--- src/rtl/uart_pkg.sv ---
// Shared types and helpers for the buffered UART transmit path.
package uart_pkg;

    typedef enum logic [1:0] {
        IDLE      = 2'd0,
        LAUNCH    = 2'd1,
        WAIT_DONE = 2'd2
    } tx_fifo_state_t;

    // Pointer width for a power-of-two FIFO depth; never narrower than one bit.
    function automatic int ptr_width(input int depth);
        return (depth > 1) ? $clog2(depth) : 1;
    endfunction

endpackage

--- src/rtl/uart_fifo_mem.sv ---
// Dual-pointer FIFO storage with a registered occupancy count.
// Pointers wrap naturally; the storage array itself is not reset.
module uart_fifo_mem
    import uart_pkg::*;
#(
    parameter int DATA_BITS = 8,
    parameter int DEPTH     = 16
) (
    input  logic                         clk,
    input  logic                         reset,
    input  logic                         wr_en,
    input  logic [DATA_BITS-1:0]         wr_data,
    input  logic                         rd_en,
    output logic [DATA_BITS-1:0]         rd_data,
    output logic [ptr_width(DEPTH):0]    count,
    output logic                         full,
    output logic                         empty
);

    localparam int PTR_W = ptr_width(DEPTH);
    localparam int CNT_W = PTR_W + 1;

    logic [DATA_BITS-1:0] mem [DEPTH];
    logic [PTR_W-1:0]     wr_ptr_q, wr_ptr_d;
    logic [PTR_W-1:0]     rd_ptr_q, rd_ptr_d;
    logic [CNT_W-1:0]     count_q, count_d;
    logic                 wr_fire;
    logic                 rd_fire;

    // Qualify requests locally so the storage can never over- or underflow.
    assign wr_fire = wr_en & ~full;
    assign rd_fire = rd_en & ~empty;

    // Next pointer and occupancy values; simultaneous push/pop leaves count unchanged.
    always_comb begin
        wr_ptr_d = wr_ptr_q;
        rd_ptr_d = rd_ptr_q;
        count_d  = count_q;
        if (wr_fire) wr_ptr_d = wr_ptr_q + PTR_W'(1);
        if (rd_fire) rd_ptr_d = rd_ptr_q + PTR_W'(1);
        case ({wr_fire, rd_fire})
            2'b10:   count_d = count_q + CNT_W'(1);
            2'b01:   count_d = count_q - CNT_W'(1);
            default: count_d = count_q;
        endcase
    end

    // Pointer and count registers.
    always_ff @(posedge clk or negedge reset) begin
        if (!reset) begin
            wr_ptr_q <= '0;
            rd_ptr_q <= '0;
            count_q  <= '0;
        end else begin
            wr_ptr_q <= wr_ptr_d;
            rd_ptr_q <= rd_ptr_d;
            count_q  <= count_d;
        end
    end

    // Storage write port; contents survive reset.
    always_ff @(posedge clk) begin
        if (wr_fire) mem[wr_ptr_q] <= wr_data;
    end

    assign rd_data = mem[rd_ptr_q];
    assign count   = count_q;
    assign full    = (count_q == CNT_W'(DEPTH));
    assign empty   = (count_q == '0);

endmodule

--- src/rtl/uart_tx_fifo.sv ---
// Buffered byte source feeding uart_ctrl's transmit side.
// Words enter over a valid/ready handshake, are queued in uart_fifo_mem and
// drained one at a time by driving tx_data/tx_start and following tx_busy.
// Optional feature: define UART_TX_FIFO_OVF_EN to add ovf_clr/overflow, a
// sticky flag for writes attempted while the FIFO is full.
//
//   state     | meaning
//   IDLE      | waiting for a queued word and a non-busy UART; pops on launch
//   LAUNCH    | tx_start held high until the UART reports busy
//   WAIT_DONE | frame in flight; tx_data held until busy falls
module uart_tx_fifo
    import uart_pkg::*;
#(
    parameter int DATA_BITS = 8,
    parameter int DEPTH     = 16
) (
    input  logic                         clk,
    input  logic                         reset,
    input  logic [DATA_BITS-1:0]         wr_data,
    input  logic                         wr_valid,
    output logic                         wr_ready,
    output logic [DATA_BITS-1:0]         tx_data,
    output logic                         tx_start,
    input  logic                         tx_busy,
    output logic [ptr_width(DEPTH):0]    count,
    output logic                         empty,
    output logic                         full
`ifdef UART_TX_FIFO_OVF_EN
    ,
    input  logic                         ovf_clr,
    output logic                         overflow
`endif
);

    tx_fifo_state_t       state_q, state_d;
    logic [DATA_BITS-1:0] tx_data_q, tx_data_d;
    logic                 tx_start_q, tx_start_d;
    logic                 pop;
    logic                 wr_en;
    logic [DATA_BITS-1:0] rd_data;

    assign wr_ready = ~full;
    assign wr_en    = wr_valid & wr_ready;

    uart_fifo_mem #(
        .DATA_BITS (DATA_BITS),
        .DEPTH     (DEPTH)
    ) u_mem (
        .clk     (clk),
        .reset   (reset),
        .wr_en   (wr_en),
        .wr_data (wr_data),
        .rd_en   (pop),
        .rd_data (rd_data),
        .count   (count),
        .full    (full),
        .empty   (empty)
    );

    // Drain FSM: next state, launch decision and output register inputs.
    always_comb begin
        state_d    = state_q;
        tx_data_d  = tx_data_q;
        tx_start_d = tx_start_q;
        pop        = 1'b0;
        case (state_q)
            IDLE: begin
                tx_start_d = 1'b0;
                if (!empty && !tx_busy) begin
                    pop        = 1'b1;
                    tx_data_d  = rd_data;
                    tx_start_d = 1'b1;
                    state_d    = LAUNCH;
                end
            end
            LAUNCH: begin
                tx_start_d = 1'b1;
                if (tx_busy) begin
                    tx_start_d = 1'b0;
                    state_d    = WAIT_DONE;
                end
            end
            WAIT_DONE: begin
                tx_start_d = 1'b0;
                if (!tx_busy) state_d = IDLE;
            end
            default: begin
                tx_start_d = 1'b0;
                state_d    = IDLE;
            end
        endcase
    end

    // FSM state and registered UART-facing outputs.
    always_ff @(posedge clk or negedge reset) begin
        if (!reset) begin
            state_q    <= IDLE;
            tx_data_q  <= '0;
            tx_start_q <= 1'b0;
        end else begin
            state_q    <= state_d;
            tx_data_q  <= tx_data_d;
            tx_start_q <= tx_start_d;
        end
    end

    assign tx_data  = tx_data_q;
    assign tx_start = tx_start_q;

`ifdef UART_TX_FIFO_OVF_EN
    logic overflow_q, overflow_d;

    // Sticky overflow flag; a new overflow outranks a clear in the same cycle.
    always_comb begin
        overflow_d = overflow_q;
        if (ovf_clr)          overflow_d = 1'b0;
        if (wr_valid && full) overflow_d = 1'b1;
    end

    // Overflow flag register.
    always_ff @(posedge clk or negedge reset) begin
        if (!reset) overflow_q <= 1'b0;
        else        overflow_q <= overflow_d;
    end

    assign overflow = overflow_q;
`endif

endmodule

--- config.mk ---
export PLATFORM = sky130hd
export DESIGN_NAME = uart_tx_fifo
export DESIGN_NICKNAME = d
export VERILOG_FILES = /design/src/rtl/uart_pkg.sv /design/src/rtl/uart_fifo_mem.sv /design/src/rtl/uart_tx_fifo.sv
export SDC_FILE = /design/constraint.sdc
export NUM_CORES = 1
export LEC_CHECK = 0
export CORE_ASPECT_RATIO = 2
export CORE_MARGIN = 8
export CORE_UTILIZATION = 45
export DETAILED_ROUTE_END_ITERATION = 12
export PLACE_DENSITY = 0.66
export SYNTH_ARGS = -nofsm -noshare
export SYNTH_HDL_FRONTEND = slang
export SYNTH_HIERARCHICAL = 1
export SYNTH_SLANG_ARGS = --single-unit
export TNS_END_PERCENT = 1
--- constraint.sdc ---
create_clock -name clk -period 5.3 [get_ports clk]
set_clock_uncertainty 0.15 [all_clocks]
set_input_delay 1.59 -clock clk [delete_from_list [all_inputs] [get_ports clk]]
set_output_delay 1.59 -clock clk [all_outputs]
set_load 0.01 [all_outputs]
==> results of run 1 <==
power breakdown:
group | switching (mW) | internal, mW | total (mW)
logic | 0.601 | 0.556 | 1.16
registers | 0.206 | 1.49 | 1.70
clock network | 0.474 | 0.656 | 1.13
path summary, 6_finish.rpt:
kind	start	end	slack (ps)	cells past startpoint
worst max-delay path	tx_busy	u_mem/count[4]	1020	13
worst min-delay path	tx_data[3]	tx_data[3]	360	1
worst max register to register	u_mem/count[0]	u_mem/count[4]	1890	13
worst min register to register	tx_data[3]	tx_data[3]	360	1
max in group asynchronous	reset	u_mem/rd_ptr_q[0]	2630	1
min in group asynchronous	reset	u_mem/count[4]	1620	1
routing by layer:
layer  share of wire  vias to the layer above  GRT usage
met4           0.017                        0    0.05796
met1            0.40                     1633     0.1723
met5               0                        -          0
li1                -                     1455          -
met2            0.54                       69     0.2456
met3           0.038                       10    0.03664
cell usage in the layout, fill, tap and decap left out, types with 2 or more instances in the layout:
master / netlist / layout
edfxtp_1: 128 / 128
clkdlybuf4s50_1: 0 / 28
mux2i_1: 25 / 25
dfrtp_1: 24 / 23
o21ai_0: 20 / 20
nand2_1: 18 / 18
clkbuf_16: 0 / 17
mux2_2: 16 / 16
mux4_2: 16 / 16
nor2_1: 12 / 12
inv_1: 10 / 10
a21oi_1: 10 / 10
ha_1: 9 / 9
a221oi_1: 8 / 8
a22oi_1: 8 / 8
buf_4: 0 / 7
xnor2_1: 7 / 7
nor2b_1: 4 / 4
xor2_1: 4 / 4
inv_6: 0 / 4
nor3_1: 4 / 4
and2_1: 3 / 3
clkinv_4: 0 / 3
clkinvlp_4: 0 / 3
a211oi_1: 2 / 2
inv_8: 0 / 2
nand2b_1: 2 / 2
nand3_1: 2 / 2
per-stage QoR:
stage,worst slack [ps],hold WS (ps)
after floorplan,1263,358.0
after global placement,717.3,351.0
after detailed placement,639.9,355.6
after CTS,1074,365.9
after global routing,914.3,384.1
final,1021,358.0
state kept, by name, indices dropped and copies added, names as in the netlist:
| register | cells |
|---|---|
| state_q | 2 |
| tx_data | 8 |
| tx_start | 1 |
| u_mem/count | 5 |
| u_mem/mem | 128 |
| u_mem/rd_ptr_q | 4 |
| u_mem/wr_ptr_q | 4 |
area by class of cell:
class	count	area share
sequential	152	0.6194
tap	157	0.02737
clock inverter	13	0.01900
timing repair buffer	35	0.04637
inverter	10	0.005230
multi-input combinational	179	0.2228
clock buffer	18	0.05980
kinds of logic after synthesis:
group / share of synthesized area
AOI/OAI and AO/OA: 0.04876
muxes: 0.1298
and+or+nand+nor: 0.04211
buffers and inverters: 0.02680
adders and majority gates: 0.02136
xor gates and xnor gates: 0.01551
DFF: 0.7157
==> impl_metrics.env, run 1 <==
export IMPL_placed_cells=533
export IMPL_holdBufCountCts=0
export IMPL_setup_violations=0
export IMPL_die_height_um=182.1
export IMPL_cp_top_family="buffers and inverters"
export IMPL_grt_pass1_vias=3342
export IMPL_slowest_stage="clkdlybuf4s50_1"
export IMPL_clk_latency_ps=410
export IMPL_portBuffers=28
export IMPL_avgRoutedWirePerCell_um=21.73
export IMPL_htreeDepth=4
export IMPL_finalInstanceArea_mm2=0.007177
export IMPL_synth_area_leaders="edfxtp_1 (62%), dfrtp_1 (9.7%), mux4_2 (5.8%)"
export IMPL_seq_area_frac_synth=0.7157
export IMPL_fmax_mhz=233.7
export IMPL_rsz0062_at_grt="false"
export IMPL_syn_area_mm2=0.006210
export IMPL_die_area_mm2=0.01804
export IMPL_yosysTopAreaCellShare=0.6190
export IMPL_p_total_mw=3.985
export IMPL_place_area_mm2=0.006611
export IMPL_synthFlopType="edfxtp_1"
export IMPL_track_usage=0.1453
export IMPL_vdd_ir_drop_max_mv=0.2684
export IMPL_slew_viol_final=0
export IMPL_power_leakage_nw=2.511
export IMPL_max_slew_margin=0.1880
export IMPL_yosysWarnings=6
export IMPL_hold_violations=0
export IMPL_post_route_util=0.5253
export IMPL_crit_chain="clkdlybuf4s50_1 > nor4_4 > buf_4 > nor2b_1 > buf_4 > ha_1 > inv_1 > fa_1 > nor2b_1 > o21ai_0 > nand3_1 > or3b_1 > xnor2_1"
export IMPL_worst_path_max_fanout=9
export IMPL_cts_root_buf="clkbuf_16"
export IMPL_yosysMostFrequentCell="edfxtp_1"
export IMPL_drive_above_1_share=0.1818
export IMPL_regArea_mm2=0.004446
export IMPL_multi_input_area_mm2=0.001599
export IMPL_yosysTopAreaCell="edfxtp_1"
export IMPL_crit_type="primary input to flip-flop"
export IMPL_fp_row_count=61
export IMPL_dp_final_hpwl_um=8160
export IMPL_core_mm2=0.01366
export IMPL_antenna_found_initial=0
export IMPL_wl_um=12260
export IMPL_synth_edf_count=128
export IMPL_drv_cap=0
export IMPL_status="finished, final reports clean"
export IMPL_grt_overflow_total=0
export IMPL_synthesis_nets=381
export IMPL_via_per_inst=5.615
export IMPL_nFillCells=1086
export IMPL_worst_setup_path_start_kind="primary input"
export IMPL_drc=0
export IMPL_drt_antenna_violating_nets=0
export IMPL_gp_congestion=0.8407
export IMPL_cts_repair_resized=0
export IMPL_arrival_ps=4420
export IMPL_crit_buf_inv=4
export IMPL_clk_pin_slew_ps=60
export IMPL_syn_inst=359
export IMPL_max_stage_delay_ps=490
export IMPL_chipWidth_um=99.07
export IMPL_hp_class="flip-flop to flip-flop"
export IMPL_first_iter_violations=227
export IMPL_cts_tree="done"
export IMPL_cts_post_setup_buffers_inserted=0
export IMPL_final_nets=417
export IMPL_grt_pass1_wl_um=19060
export IMPL_final_setup_tns_ps=0
export IMPL_instances_no_fill=564
export IMPL_synth_seq_cells=152
export IMPL_diodes=0
export IMPL_crit_required_ps=5450
export IMPL_synth_cell_types=35
export IMPL_ioPinCount=29
export IMPL_cts_inserted_buffers=17
export IMPL_grt_max_degree=35
export IMPL_initial_core_util=0.4545
export IMPL_syn2layout_area_growth_pct=15.58
export IMPL_vias=3167
export IMPL_power_density_mw_per_mm2=555.2
export IMPL_ys_top_cells_by_count="edfxtp_1 (128), mux2i_1 (25), dfrtp_1 (24)"
export IMPL_clockBufferDepth=2
export IMPL_worst_slew_pin_slew_ps=1215
export IMPL_end_kind="flip-flop"
export IMPL_dr_pass1_iters=4
export IMPL_async_reset_ff_frac=0.1579
export IMPL_finalCritPeriodShare=0.8074
export IMPL_min_period_ps=4279
export IMPL_synth_area_per_cell_um2=17.30
export IMPL_numClockSinks=152
Note: power is estimated with default switching activity, not from simulation.
==> inputs of run 2 (changes only) <==
- PLACE_DENSITY: 0.66 -> 0.69
- clock period: 5.3 -> 3.63 ns (I/O delays scaled with it)
==> impl_metrics.env, run 2 (synthesized netlist as in run 1, its figures left out) <==
export IMPL_crit_required_ps=3780
export IMPL_top_register="u_mem/mem"
export IMPL_timing_hold_ws_ps=351.9
export IMPL_vias=3254
export IMPL_status="finished, final reports clean"
export IMPL_grt_pass1_wl_um=19000
export IMPL_numClockSinks=152
export IMPL_htreeDepth=4
export IMPL_worst_setup_path_start_kind="primary input"
export IMPL_clockBufferDepth=2
export IMPL_post_route_util=0.5379
export IMPL_fmax_mhz=300.1
export IMPL_worst_path_max_fanout=3
export IMPL_end_kind="flip-flop"
export IMPL_setup_violations=0
export IMPL_antenna_found_initial=0
export IMPL_hp_class="flip-flop to flip-flop"
export IMPL_vdd_ir_drop_max_mv=0.4585
export IMPL_hold_violations=0
export IMPL_track_usage=0.1434
export IMPL_place_area_mm2=0.006784
export IMPL_portBuffers=28
export IMPL_cts_tree="done"
export IMPL_drive_above_1_share=0.2204
export IMPL_dr_pass1_iters=4
export IMPL_cts_inserted_buffers=17
export IMPL_max_slew_margin=0.5697
export IMPL_power_density_mw_per_mm2=799.7
export IMPL_drt_antenna_violating_nets=0
export IMPL_rrSetupSlack_ps=670
export IMPL_finalInstanceArea_mm2=0.007348
export IMPL_cts_post_setup_buffers_inserted=0
export IMPL_holdBufCountCts=0
export IMPL_final_nets=440
export IMPL_finalCritPeriodShare=0.9179
export IMPL_cts_root_buf="clkbuf_16"
export IMPL_syn2layout_area_growth_pct=18.34
export IMPL_initial_core_util=0.4545
export IMPL_power_leakage_nw=2.629
export IMPL_slew_viol_final=0
export IMPL_grt_pass1_vias=3306
export IMPL_rsz0062_at_grt="false"
export IMPL_gp_congestion=0.7814
export IMPL_die_height_um=182.1
export IMPL_min_period_ps=3332
export IMPL_largest_register_ffs=128
export IMPL_arrival_ps=3480
export IMPL_fp_row_count=61
export IMPL_die_area_mm2=0.01804
export IMPL_ioPinCount=29
export IMPL_worst_slew_pin_slew_ps=643.4
export IMPL_first_iter_violations=153
export IMPL_via_per_inst=5.534
export IMPL_grt_max_degree=25
export IMPL_layout_commonest_cell="edfxtp_1"
export IMPL_avgRoutedWirePerCell_um=20.65
export IMPL_clk_latency_ps=410
export IMPL_nFillCells=1052
export IMPL_core_mm2=0.01366
export IMPL_cts_repair_resized=0
export IMPL_most_common_layout_cells="edfxtp_1 (128), buf_4 (30), clkdlybuf4s50_1 (28)"
export IMPL_drv_cap=0
export IMPL_diodes=0
export IMPL_grt_overflow_total=0
export IMPL_chipWidth_um=99.07
export IMPL_clk_pin_slew_ps=60
export IMPL_drc=0
export IMPL_wl_um=12150
export IMPL_crit_type="primary input to flip-flop"
export IMPL_dp_final_hpwl_um=8204
run 2: final cells by class:
| class | count | area (um2) | area share |
|---|---|---|---|
| Sequential cell | 152 | 4446 | 0.6050 |
| Multi-Input combinational cell | 179 | 1599 | 0.2176 |
| Timing Repair Buffer | 58 | 505.5 | 0.06879 |
| Clock buffer | 20 | 436.7 | 0.05942 |
| Tap cell | 157 | 196.4 | 0.02673 |
| Clock inverter | 12 | 127.6 | 0.01737 |
| Inverter | 10 | 37.54 | 0.005108 |
run 2: worst paths after layout:
kind,start,end,cells after the start
max,tx_busy,u_mem/count[4],11
max reg2reg,u_mem/count[0],u_mem/count[4],11
min reg2reg,tx_data[4],tx_data[4],1
min,tx_data[4],tx_data[4],1
min in group asynchronous,reset,tx_data[6],2
max in group asynchronous,reset,u_mem/rd_ptr_q[0],2
run 2: metal layers:
layer / wire (um) / GRT usage / vias up
met5: 0 / 0 / -
met4: 250 / 0.06406 / 0
met3: 472 / 0.03702 / 17
met2: 6459 / 0.2369 / 72
met1: 4962 / 0.1717 / 1654
li1: - / - / 1511
run 2: through the flow:
stage	TNS (ps)	power (mW)	cells	worst slack (ps)
floorplan	0	3.647	359	93.79
global placement	-124.3	4.221	556	-124.3
detailed placement	-116.0	4.260	556	-116.0
CTS	0	5.940	588	306.8
global route	0	6.186	588	101.0
finish	0	5.876	588	297.9
run 2: report_power, final:
part	total [mW]	internal, mW	switching [mW]
logic	1.77	0.880	0.893
clock network	1.66	1.01	0.654
registers	2.44	2.18	0.264
run 2: worst max-delay path: stages:
cell and delay [ps]:
clkdlybuf4s50_1 460, nor4_4 240, nor2b_1 220, ha_1 220
inv_1 70, fa_1 380, nor2b_1 110, o21ai_0 110
nand3_1 90, or3b_1 360, xnor2_1 130
==> RTL change 1, RTL diff (config.mk and constraints of run 1) <==
`DEPTH` is set to 16 in 2 places; all go to 32.
--- a/src/rtl/uart_fifo_mem.sv
+++ b/src/rtl/uart_fifo_mem.sv
@@ -5,5 +5,5 @@
 #(
     parameter int DATA_BITS = 8,
-    parameter int DEPTH     = 16
+    parameter int DEPTH     = 32
 ) (
     input  logic                         clk,
--- a/src/rtl/uart_tx_fifo.sv
+++ b/src/rtl/uart_tx_fifo.sv
@@ -13,5 +13,5 @@
 #(
     parameter int DATA_BITS = 8,
-    parameter int DEPTH     = 16
+    parameter int DEPTH     = 32
 ) (
     input  logic                         clk,
Interface: changed (resized count); port bits go from 29 to 30. The function was not compared with the original's and may differ.
==> RTL change 1 against run 1 <==
Total power increased by 62%. Setup slack worse by 0.18 ns. Routed wire length up 92%. First-iteration DRC count rose by 28%. Sequential cell count up 131. Final area rose by 77%. Synthesized area increased by 83%.
==> RTL change 1: results (changes against run 1) <==
register area share after synthesis 73.5% (+2.0 points); synth top area cells edfxtp_1 68%, mux4_2 7.5%, dfrtp_1 5.9%; worst slew pin tran 1.27 ns (+0.0575 ns); global routing met2 resource utilization 29.6% (+5.1 points); Hold Worst Slack 0.369 ns (+0.0108 ns); Peak VDD IR 436 uV (+62%); Lkg Pwr 4.11 nW (+64%); Synthesized Nets 613 (+61%); via count 5,556 (+75%); CTS buffer count 23 (+6); DRT iter0 DRCs 290 (+28%); Clock Tree Buf Depth 3 (+1); first-pass GRT wire length 36,200 um (+90%); Int Pwr 4.43 mW (+64%); Tot GR Track Use 15.7% (+1.1 points); clock latency on the worst-skew pair 0.52 ns (+0.11 ns); GR Util met1 16.3% (-0.91 points); status finished clean; fraction of registers with async set or reset after synthesis 9.54% (-6.2 points); drt first pass iters 5 (+1); mean routed wirelength per cell 24.2 um (+12%); Final Wtd Congestion 0.773 (-8.1%); CP Data Arrival Time 2.72 ns (-1.70 ns); number of synthesized flops with an enable pin 256 (+100%); GR Util met3 1.70% (-2.0 points); share of layout cells above drive strength 1 15.9% (-2.3 points); Post-Place Cells 932 (+75%); NumNets Final 644 (+54%); post-synthesis cell count 590 (+64%); CP max stage delay 0.63 ns (+0.14 ns); CP max FO 6 (-3); vias in the first global route 6,212 (+86%); register-to-register setup slack 1.47 ns (-0.42 ns); Final Non-Filler Cells 973 (+73%); library cells used by synthesis 58 (+66%); Port Buf Inserts 29 (+3.6%); final worst slack 0.845 ns (-0.176 ns); top post-synthesis cells by count 256 x edfxtp_1, 38 x mux4_2, 37 x nor2_1, 33 x mux2i_1, 27 x dfrtp_1; H-tree Lvls 1 (-3); dpl hpwl 15,700 um (+92%)
RTL change 1: cell count changes after synthesis, sizes merged, moves of 8 or more:
cell    before  now
a221oi       8    0
mux2i       25   33
mux4        16   48
o21ai       20   10
a22o         0    8
nor2        12   37
buf         13   21
mux2        17    9
o221ai       0    8
edfxtp     128  256
RTL change 1: metrics by stage:
step                      instance area (um^2)  total power [mW]
after floorplan                          11400              4.24
after global placement                   11900              4.80
after detailed placement                 11900              4.87
after CTS                                12700              6.52
after global routing                     12700              6.73
final                                    12700              6.46
RTL change 1: metal layers:
| metal | vias up | part of all wire (%) | routed length [um] |
|---|---|---|---|
| li1 | 2449 | - | - |
| met1 | 2930 | 36 | 8460 |
| met2 | 134 | 56 | 13300 |
| met3 | 43 | 3.1 | 731 |
| met4 | 0 | 4.7 | 1120 |
| met5 | - | 0 | 0 |
RTL change 1: path summary, 6_finish.rpt:
check / start / endpoint / depth (start not counted)
worst max-delay path: u_mem/count[0]$_DFFE_PN0P_ / empty / 4
worst min-delay path: tx_data[1]$_DFFE_PN0P_ / tx_data[1]$_DFFE_PN0P_ / 1
worst max register to register: u_mem/count[0]$_DFFE_PN0P_ / u_mem/count[5]$_DFFE_PN0P_ / 11
worst min register to register: tx_data[1]$_DFFE_PN0P_ / tx_data[1]$_DFFE_PN0P_ / 1
max in group asynchronous: reset / u_mem/rd_ptr_q[0]$_DFFE_PN0P_ / 2
min in group asynchronous: reset / state_q[1]$_DFFE_PN0P_ / 2
RTL change 1: cell families after synthesis:
kind of cell / count (synthesis) / share of synthesized area (%)
adder cells (fa/ha/maj): 11 / 1.28
multiplexers: 90 / 13.6
AO/OA/AOI/OAI: 76 / 5.08
flip-flops: 283 / 73.5
XOR/XNOR: 11 / 0.847
buffers and inverters: 43 / 2.19
AND/OR/NAND/NOR: 76 / 3.45
RTL change 1: layout make-up:
type	instances	area [um^2]
tap	336	420
fill	1992	12300
timing repair buffer	37	350
clock inverter	15	134
sequential	283	8370
clock buffer	26	587
inverter	12	45.0
multi-input combinational	264	2770
RTL change 1: power groups by stage:
stage	registers [mW]	logic [mW]	clock network, mW
floorplan	2.79	1.45	0
global placement	2.98	1.82	0
detailed placement	3.00	1.87	0
CTS	2.95	1.88	1.69
global route	2.98	1.98	1.76
finish	2.95	1.86	1.65
==> RTL change 2, RTL diff (flow settings as in run 1) <==
Without the edit above. `tx_data_q` no longer has a reset.
--- a/src/rtl/uart_tx_fifo.sv
+++ b/src/rtl/uart_tx_fifo.sv
@@ -96,11 +96,13 @@
         if (!reset) begin
             state_q    <= IDLE;
-            tx_data_q  <= '0;
             tx_start_q <= 1'b0;
         end else begin
             state_q    <= state_d;
-            tx_data_q  <= tx_data_d;
             tx_start_q <= tx_start_d;
         end
+    end
+
+    always_ff @(posedge clk) begin
+        tx_data_q <= tx_data_d;
     end
 
Formal check against the unedited RTL: differs if reset is asserted again (counterexample within 4 cycles, from zero or initial values and one cycle with reset low); with reset held inactive, the same outputs for 10 cycles.
==> RTL change 2 against run 1 <==
Routed wire length shrank 3.6%. Final area shrank 0.17%. Sequential cell count is the same. Global-route usage shrank 0.47 points. Total power grew 0.19%. Setup slack gained 0.15 ns. Synthesized area shrank 1.0%. Cell count shrank 1.6%. Largest cell class unchanged. Highest routed layer unchanged.
==> RTL change 2: results (changes against run 1) <==
status finished clean; final hold violations 0 (unchanged); fraction of registers with async set or reset after synthesis 10.5% (-5.3 points); Max-slew headroom 18.0% (-0.81 points); dpl hpwl 8440 um (+3.4%); Total Wirelength 11,800 um (-3.6%); share of layout cells above drive strength 1 17.0% (-1.2 points); switching share of total power 30.7% (-1.5 points); Final Wtd Congestion 0.796 (-5.3%); # fillers 1,040 (-4.2%); NumNets Final 409 (-1.9%); placed cell area 6550 um^2 (-0.93%); Syn. warnings 6 (unchanged); CP Data Arrival Time 4.27 ns (-0.15 ns); DRT iter0 DRCs 181 (-20%); top post-synthesis cells by count 136 x edfxtp_1, 25 x mux2i_1, 20 x o21ai_0, 18 x nand2_1; Tot GR Track Use 14.1% (-0.47 points); Synthesized Nets 373 (-2.1%); synth top area cells edfxtp_1 66%, dfrtp_1 6.5%, mux4_2 5.9%; vias in the first global route 3,349 (+0.21%); final antenna-violating net count 0 (unchanged); number of synthesized flops with an enable pin 136 (+6.3%); Lkg Pwr 2.49 nW (-0.78%); first-pass GRT wire length 18,600 um (-2.6%); largest net degree at the start of global routing 32 (-8.6%); via count 3,120 (-1.5%)
-- RTL change 2: power by group through the flow --
stage / registers, mW / clock network [mW] / logic, mW
2_1_floorplan: 1.62 / 0 / 0.840
3_3_place_gp: 1.75 / 0 / 1.01
3_5_place_dp: 1.76 / 0 / 1.04
4_1_cts: 1.73 / 1.24 / 1.05
5_1_grt: 1.76 / 1.29 / 1.13
6_report: 1.73 / 1.22 / 1.04
-- RTL change 2: path summary, 6_finish.rpt --
kind | to | slack, ns | from | depth (start not counted)
setup / recovery | u_mem/count[4]$_DFFE_PN0P_ | 1.17 | tx_busy | 12
hold / removal | state_q[0]$_DFFE_PN0P_ | 0.37 | state_q[1]$_DFFE_PN0P_ | 1
setup reg to reg | u_mem/count[4]$_DFFE_PN0P_ | 2.11 | u_mem/count[1]$_DFFE_PN0P_ | 12
hold reg to reg | state_q[0]$_DFFE_PN0P_ | 0.37 | state_q[1]$_DFFE_PN0P_ | 1
max in group asynchronous | u_mem/rd_ptr_q[0]$_DFFE_PN0P_ | 2.94 | reset | 1
min in group asynchronous | u_mem/count[1]$_DFFE_PN0P_ | 1.50 | reset | 1
-- RTL change 2: worst max-delay path, stage by stage --
cell,delay [ns]
clkdlybuf4s50_1,0.47
nor4_2,0.23
buf_4,0.22
nor2b_1,0.19
ha_1,0.26
inv_1,0.10
fa_1,0.40
nor2b_1,0.11
o21ai_0,0.10
nand3_1,0.10
or3b_1,0.36
xnor2_1,0.13
-- RTL change 2: layer usage --
layer  up-vias  wire length (um)  global-route usage (%)
met5         -                 0                       0
met2        77              7090                    27.1
met4         0               375                    7.37
met3        23               345                    3.12
li1       1434                 -                       -
met1      1586              4010                    13.2
-- RTL change 2: area by class of cell --
class	instances	area share (%)
sequential	152	62.6
multi-input combinational	171	20.9
clock buffer	17	5.94
timing repair buffer	35	4.65
tap	155	2.71
clock inverter	15	2.64
inverter	10	0.524
-- RTL change 2: logic make-up after synthesis --
group | count (synthesis) | share of synthesized area, %
AOI/OAI and AO/OA | 49 | 4.93
xor gates and xnor gates | 11 | 1.57
adders and majority gates | 10 | 2.16
buffers and inverters | 28 | 2.71
DFF | 152 | 73.0
muxes | 50 | 11.6
and+or+nand+nor | 51 | 4.01
-- RTL change 2: metrics by stage --
| stage | hold WS (ns) | worst slack, ns | cells | util, % |
|---|---|---|---|---|
| final | 0.372 | 1.17 | 555 | 53.3 |
| after global routing | 0.397 | 0.964 | 555 | 53.3 |
| after CTS | 0.371 | 1.18 | 555 | 53.3 |
| after detailed placement | 0.362 | 0.736 | 523 | 48.7 |
| after global placement | 0.358 | 0.836 | 523 | 48.7 |
| after floorplan | 0.312 | 0.719 | 351 | - |
